## src/rtl/filter_output_packer_pkg.sv

```systemverilog
// Shared tag constants, packer FSM states and the FIFO word layout for the filter stages.
package filter_output_packer_pkg;

    localparam int TAG_W = 2;

    localparam logic [TAG_W-1:0] TAG_INVALID  = 2'd0;
    localparam logic [TAG_W-1:0] TAG_DATA0    = 2'd1;
    localparam logic [TAG_W-1:0] TAG_DATA1    = 2'd2;
    localparam logic [TAG_W-1:0] TAG_DATA_END = 2'd3;

    typedef enum logic [1:0] {
        ST_COLLECT = 2'd0,
        ST_DRAIN   = 2'd1,
        ST_DONE    = 2'd2
    } pack_state_t;

    typedef struct packed {
        logic        last;
        logic [2:0]  bytes;
        logic [31:0] data;
    } packed_word_t;

endpackage

```

## src/rtl/word_fifo.sv

```systemverilog
// Show-ahead synchronous FIFO; a push into a full FIFO only lands if a pop happens on the same edge.
module word_fifo #(
    parameter int WIDTH = 36,
    parameter int DEPTH = 8
) (
    input  logic             clk,
    input  logic             rst,
    input  logic             push,
    input  logic [WIDTH-1:0] push_data,
    input  logic             pop,
    output logic [WIDTH-1:0] head,
    output logic             full,
    output logic             empty
);

    localparam int AW = $clog2(DEPTH);

    logic [WIDTH-1:0] mem [DEPTH];
    logic [AW:0]      wr_ptr;
    logic [AW:0]      rd_ptr;
    logic             do_push;
    logic             do_pop;

    assign empty   = (wr_ptr == rd_ptr);
    assign full    = (wr_ptr[AW] != rd_ptr[AW]) && (wr_ptr[AW-1:0] == rd_ptr[AW-1:0]);
    assign do_pop  = pop && !empty;
    assign do_push = push && (!full || do_pop);
    assign head    = mem[rd_ptr[AW-1:0]];

    always_ff @(posedge clk) begin
        if (rst) begin
            wr_ptr <= '0;
            rd_ptr <= '0;
        end else begin
            if (do_push) wr_ptr <= wr_ptr + 1'b1;
            if (do_pop)  rd_ptr <= rd_ptr + 1'b1;
        end
    end

    always_ff @(posedge clk) begin
        if (do_push) mem[wr_ptr[AW-1:0]] <= push_data;
    end

endmodule

```

## src/rtl/filter_output_packer.sv

```systemverilog
// Packs the tagged pixel stream into 32-bit words (first pixel in the low byte) and queues them
// behind a valid/ready interface, with frame statistics and end-of-frame tracking.
//
// state      | meaning
// COLLECT    | accepting pixels, packing lanes, pushing words
// DRAIN      | end word queued; input ignored until it is popped
// DONE       | frame finished; held until rst/refresh
module filter_output_packer
    import filter_output_packer_pkg::*;
#(
    parameter int                   TAG_WIDTH    = 2,
    parameter logic [TAG_WIDTH-1:0] INVALID_TAG  = TAG_WIDTH'(TAG_INVALID),
    parameter logic [TAG_WIDTH-1:0] DATA_TAG0    = TAG_WIDTH'(TAG_DATA0),
    parameter logic [TAG_WIDTH-1:0] DATA_TAG1    = TAG_WIDTH'(TAG_DATA1),
    parameter logic [TAG_WIDTH-1:0] DATA_END_TAG = TAG_WIDTH'(TAG_DATA_END),
    parameter int                   DATA_WIDTH   = 8 + TAG_WIDTH,
    parameter int                   FIFO_DEPTH   = 8
) (
    input  logic                  clk,
    input  logic                  rst,
    input  logic                  refresh,
    input  logic [DATA_WIDTH-1:0] data_in,
    output logic [31:0]           out_data,
    output logic [2:0]            out_bytes,
    output logic                  out_last,
    output logic                  out_valid,
    input  logic                  out_ready,
    output logic [19:0]           pixel_count,
    output logic [9:0]            line_count,
    output logic                  done,
    output logic                  overflow
);

    pack_state_t            state_q, state_d;
    logic [TAG_WIDTH-1:0]   tag;
    logic [7:0]             pix;
    logic                   clear;
    logic                   is_end;
    logic                   accept;
    logic                   push;
    logic                   pop;
    logic                   dropped;
    logic [1:0]             lane_cnt;
    logic [23:0]            pack_reg;
    logic [31:0]            word_data;
    logic [TAG_WIDTH-1:0]   line_tag;
    packed_word_t           push_word;
    packed_word_t           head;
    logic                   fifo_full;
    logic                   fifo_empty;

    assign tag     = data_in[DATA_WIDTH-1:8];
    assign pix     = data_in[7:0];
    assign clear   = rst || refresh;
    assign is_end  = (tag == DATA_END_TAG);
    assign accept  = (state_q == ST_COLLECT) && (tag != INVALID_TAG) &&
                     ((tag == DATA_TAG0) || (tag == DATA_TAG1) || is_end);
    assign push    = accept && ((lane_cnt == 2'd3) || is_end);
    assign pop     = out_ready && !fifo_empty;
    assign dropped = push && fifo_full && !pop;

    // Unused upper lanes stay zero because pack_reg is cleared on every push.
    assign word_data = {8'h00, pack_reg} | ({24'h000000, pix} << {lane_cnt, 3'b000});

    assign push_word.last  = is_end;
    assign push_word.bytes = {1'b0, lane_cnt} + 3'd1;
    assign push_word.data  = word_data;

    word_fifo #(
        .WIDTH ($bits(packed_word_t)),
        .DEPTH (FIFO_DEPTH)
    ) u_word_fifo (
        .clk       (clk),
        .rst       (clear),
        .push      (push),
        .push_data (push_word),
        .pop       (pop),
        .head      (head),
        .full      (fifo_full),
        .empty     (fifo_empty)
    );

    always_ff @(posedge clk) begin
        if (clear) state_q <= ST_COLLECT;
        else       state_q <= state_d;
    end

    always_comb begin
        state_d = state_q;
        case (state_q)
            ST_COLLECT: if (push && is_end) state_d = dropped ? ST_DONE : ST_DRAIN;
            ST_DRAIN:   if (pop && head.last) state_d = ST_DONE;
            ST_DONE:    state_d = ST_DONE;
            default:    state_d = ST_COLLECT;
        endcase
    end

    // The end tag closes the current line, so only DATA_TAG0/DATA_TAG1 changes open a new one.
    always_ff @(posedge clk) begin
        if (clear) begin
            lane_cnt    <= 2'd0;
            pack_reg    <= 24'h000000;
            pixel_count <= 20'd0;
            line_count  <= 10'd0;
            line_tag    <= INVALID_TAG;
            overflow    <= 1'b0;
        end else begin
            if (accept) begin
                if (push) begin
                    lane_cnt <= 2'd0;
                    pack_reg <= 24'h000000;
                end else begin
                    lane_cnt <= lane_cnt + 2'd1;
                    pack_reg <= word_data[23:0];
                end
                if (pixel_count != 20'hFFFFF) pixel_count <= pixel_count + 20'd1;
                if (line_count == 10'd0) begin
                    line_count <= 10'd1;
                end else if (!is_end && (tag != line_tag) && (line_count != 10'h3FF)) begin
                    line_count <= line_count + 10'd1;
                end
                if (!is_end) line_tag <= tag;
            end
            if (dropped) overflow <= 1'b1;
        end
    end

    assign out_valid = !fifo_empty;
    assign out_data  = fifo_empty ? 32'h0 : head.data;
    assign out_bytes = fifo_empty ? 3'd0  : head.bytes;
    assign out_last  = fifo_empty ? 1'b0  : head.last;
    assign done      = (state_q == ST_DONE);

endmodule

```

## config.mk

```make
export PLATFORM = sky130hd
export DESIGN_NAME = filter_output_packer
export DESIGN_NICKNAME = d
export VERILOG_FILES = /design/src/rtl/filter_output_packer_pkg.sv /design/src/rtl/word_fifo.sv /design/src/rtl/filter_output_packer.sv
export SDC_FILE = /design/constraint.sdc
export NUM_CORES = 1
export LEC_CHECK = 0
export CAP_MARGIN = 10
export CORE_UTILIZATION = 45
export CTS_BUF_LIST = sky130_fd_sc_hd__clkbuf_8 sky130_fd_sc_hd__clkbuf_16
export CTS_CLUSTER_SIZE = 28
export DETAILED_ROUTE_END_ITERATION = 10
export GPL_TIMING_DRIVEN = 1
export PLACE_DENSITY = 0.64
export SETUP_SLACK_MARGIN = 0.05
export SLEW_MARGIN = 30
export SYNTH_ARGS = -nofsm -noshare
export SYNTH_HDL_FRONTEND = slang
export SYNTH_SLANG_ARGS = --single-unit
```

## constraint.sdc

```tcl
create_clock -name clk -period 7 [get_ports clk]
set_input_delay 1.4 -clock clk [delete_from_list [all_inputs] [get_ports clk]]
set_output_delay 1.4 -clock clk [all_outputs]
set_load 0.01 [all_outputs]
```

==> run metrics <==
Routed wire per std cell=~21 um; RSZ-0062 raised after global routing=no; status=finished, final reports clean; slowest CP cell=dfxtp_4; Yosys warning total=0; hold_ws=around 0.47 ns; WL met3=1.34 mm; EDFF count, synth=288; Tmin final=4.58 ns; P_leak=0.00562 uW; layout cell share with drive strength beyond 1=between 15 and 20%; Required @ worst endpoint=5.60 ns; FP Rows=65; max FFs per register=288; Starting Density=45.8%; slew at the pin closest to its max-slew limit=0.845 ns; fin nets=1,008; Skew-Pair Late Insertion Delay=~0.5 ns; Remaining Overflow, GRT=0; final setup vio count=0; Port Buffers=82; first-pass GRT wire length=46.3 mm; clk sink count=360; P_sw=around 890 uW; Yosys reg bits=360; Setup Fix Bufs, Post-CTS=0; vias in the first global route=7,912; diodes inserted=0; Switching Share=19.2%; CP Cell Sequence=buf_4 > mux4_2 > mux2i_1 > nor2_1 > clkdlybuf4s50_1; Synth Area in Adders=0.932%; Setup CP Type=flip-flop to output pin; Layout area overhead=19.0%; top post-synthesis cells by area=edfxtp_1, mux4_2, dfxtp_1; total of max-cap violations=0; leading area contributor after synthesis=edfxtp_1; Hold Path Class=flip-flop to flip-flop; IO Count=83; fmax=218 MHz; All-Layer GR Usage=18.5%; flop2flop setup slack=3.53 ns; placeable core area=31,600 um2; count of cell types in the netlist=54; Final Max Tran Viols=0; Die X=181 um; min setup slack post-route=about 2.4 ns; asr flop ratio synth=0%; XOR/XNOR Fraction of Synth Area=1.33%; clock share of power=roughly 46%; routed wl met2=14.1 mm; htree depth=2; WL final=approximately 30 mm; Die Y=181 um; clk slew on worst S/H paths=0.06 ns; mux share of post-synthesis cell area=14.4%; Synth Area per Inst=roughly 16 um2; share of power burned in registers=50.4%; critical path arrival=3.18 ns; Logic pwr share=under 10%; drt drc=0; DP Wirelength=17.4 mm; die area=32,900 um2; routability congestion estimate=0.749; clock tree from TritonCTS=done; vias per inst=5.57; Post-Syn Area=~14,000 um2; PwrDens=268 nW/um2; worst slew margin relative to its limit=43.3%; Root Driver=clkbuf_16; post-synth top area share=59.7%; cts hold-fix bufs=0; Max Root-Sink Buffers=3; Vias=7,889; largest net degree at the start of global routing=42; peak supply drop=between 150 and 200 uV; Setup TNS Final=0 ns; uppermost layer routed=met4; fin crit share=between 60% and 70%; Synth Area in Compound Gates=roughly 4.8%; top_reg_cell synth=edfxtp_1; combinational family with the most area after synthesis=multiplexers; Startpoint Class=flip-flop; post-CTS sizing=0; crit path max fanout=29; post-synthesis simple-gate area fraction=between 7 and 8%; initial antenna violation count=0; CTS Buf Count=38; Critical Path Max Stage Delay=0.74 ns; Final Hold Viols=0; CP endpoint kind=output pin; skew final=0.00883 ns; 1st-pass router iterations=4; DR iter-0 viols=591; sequential fraction of the synthesis area=69.6%; metal1 wirelength=13.6 mm; post-route antenna net violation count=0; cells after synthesis=887; internal power=3740 uW; syn_nets=911; Setup WS pre-CTS=2.58 ns
stage by stage:
stage          std cells  instance area [um2]  power (uW)  util [%]
6_report            1416                17200        4630      54.5
5_1_grt             1416                17200        4770      54.5
4_1_cts             1415                17200        4670      54.4
3_5_place_dp        1345                15900        2550      50.1
3_3_place_gp        1343                15800        2540      50.0
2_1_floorplan        887                14500        2480         -
cell type report:
cell class | instances | area, um2
fillers | 2505 | 14400
flip-flops and latches | 360 | 10100
multi-input cells | 472 | 4240
clock buffers | 45 | 1080
repair buffers | 101 | 1000
well taps | 402 | 503
clock inverters | 25 | 283
inverters | 11 | 41.3
metal layers:
layer	track usage, %	up-vias
met5	0	-
met4	4.07	0
met3	3.25	38
met2	29.9	187
met1	26.2	4020
li1	-	3644
cells in the final DEF (no fill, tap or decap), drive strengths merged, types with 2 or more instances in the layout:
cell and instances:
a21o 25, mux4 72, nand3 11, o31ai 2, and2 3, o21bai 2
dfxtp 72, clkdlybuf4s50 82, buf 18, a31o 2, nor3 12, clkbuf 46
mux2i 46, a21oi 46, and4 4, o41ai 2, bufinv 7, nor2 97
xor2 7, xnor2 15, o21ai 6, inv 27, nor4 6, or3 6
nand2b 11, ha 10, edfxtp 288, nand4 11, o211ai 2, o21a 2
nor2b 4, nand2 35, a211oi 8, and3 13
cells in the mapped netlist, types with 2 or more instances:
cell      number
nand3_1       11
nor3_1        11
a21o_1        25
nand4_1       10
dfxtp_1       72
mux2i_1       46
nor4_1         4
a21oi_1       46
o41ai_1        2
a211oi_2       3
nor2b_1        4
o21a_1         2
buf_1          3
and2_1         3
o211ai_1       2
clkbuf_1      20
a31o_2         2
xnor2_1       15
and3_4         2
nand2b_1      11
or3_1          5
mux4_2        72
nand2_1       35
a211oi_1       5
inv_1         11
buf_2         21
nor2_1        97
o21ai_0        4
edfxtp_1     288
o31ai_1        2
ha_1          10
o21bai_1       2
and3_1        11
and4_1         4
xor2_1         7
power groups by stage:
stage | clock network, uW | registers [uW] | logic, uW
after floorplan | 0 | 2370 | 102
after detailed placement | 0 | 2380 | 168
after global placement | 0 | 2380 | 165
final | 2130 | 2330 | 167
after CTS | 2170 | 2330 | 169
after global routing | 2250 | 2330 | 185
kinds of logic after synthesis:
| kind of cell | after synthesis |
|---|---|
| AO/OA/AOI/OAI | 104 |
| XOR/XNOR | 22 |
| adder cells (fa/ha/maj) | 11 |
| buffers and inverters | 55 |
| flip-flops | 360 |
| multiplexers | 118 |
| AND/OR/NAND/NOR | 217 |
path summary, 6_finish.rpt:
path,startpoint,end,cells past startpoint
worst min register to register,overflow,overflow,1
worst max register to register,lane_cnt[1],u_word_fifo.mem[6][20],7
worst max-delay path,flip-flop,out_data[23],5
worst min-delay path,overflow,overflow,1
critical path: cells and delay by family (launching register included):
kind / cells / cell delay [ns]
AND/OR/NAND/NOR: 1 / 0.07
flip-flops: 1 / 0.74
buffers and inverters: 2 / 1.06
multiplexers: 2 / 0.76
(Power assumes the default switching activity.)
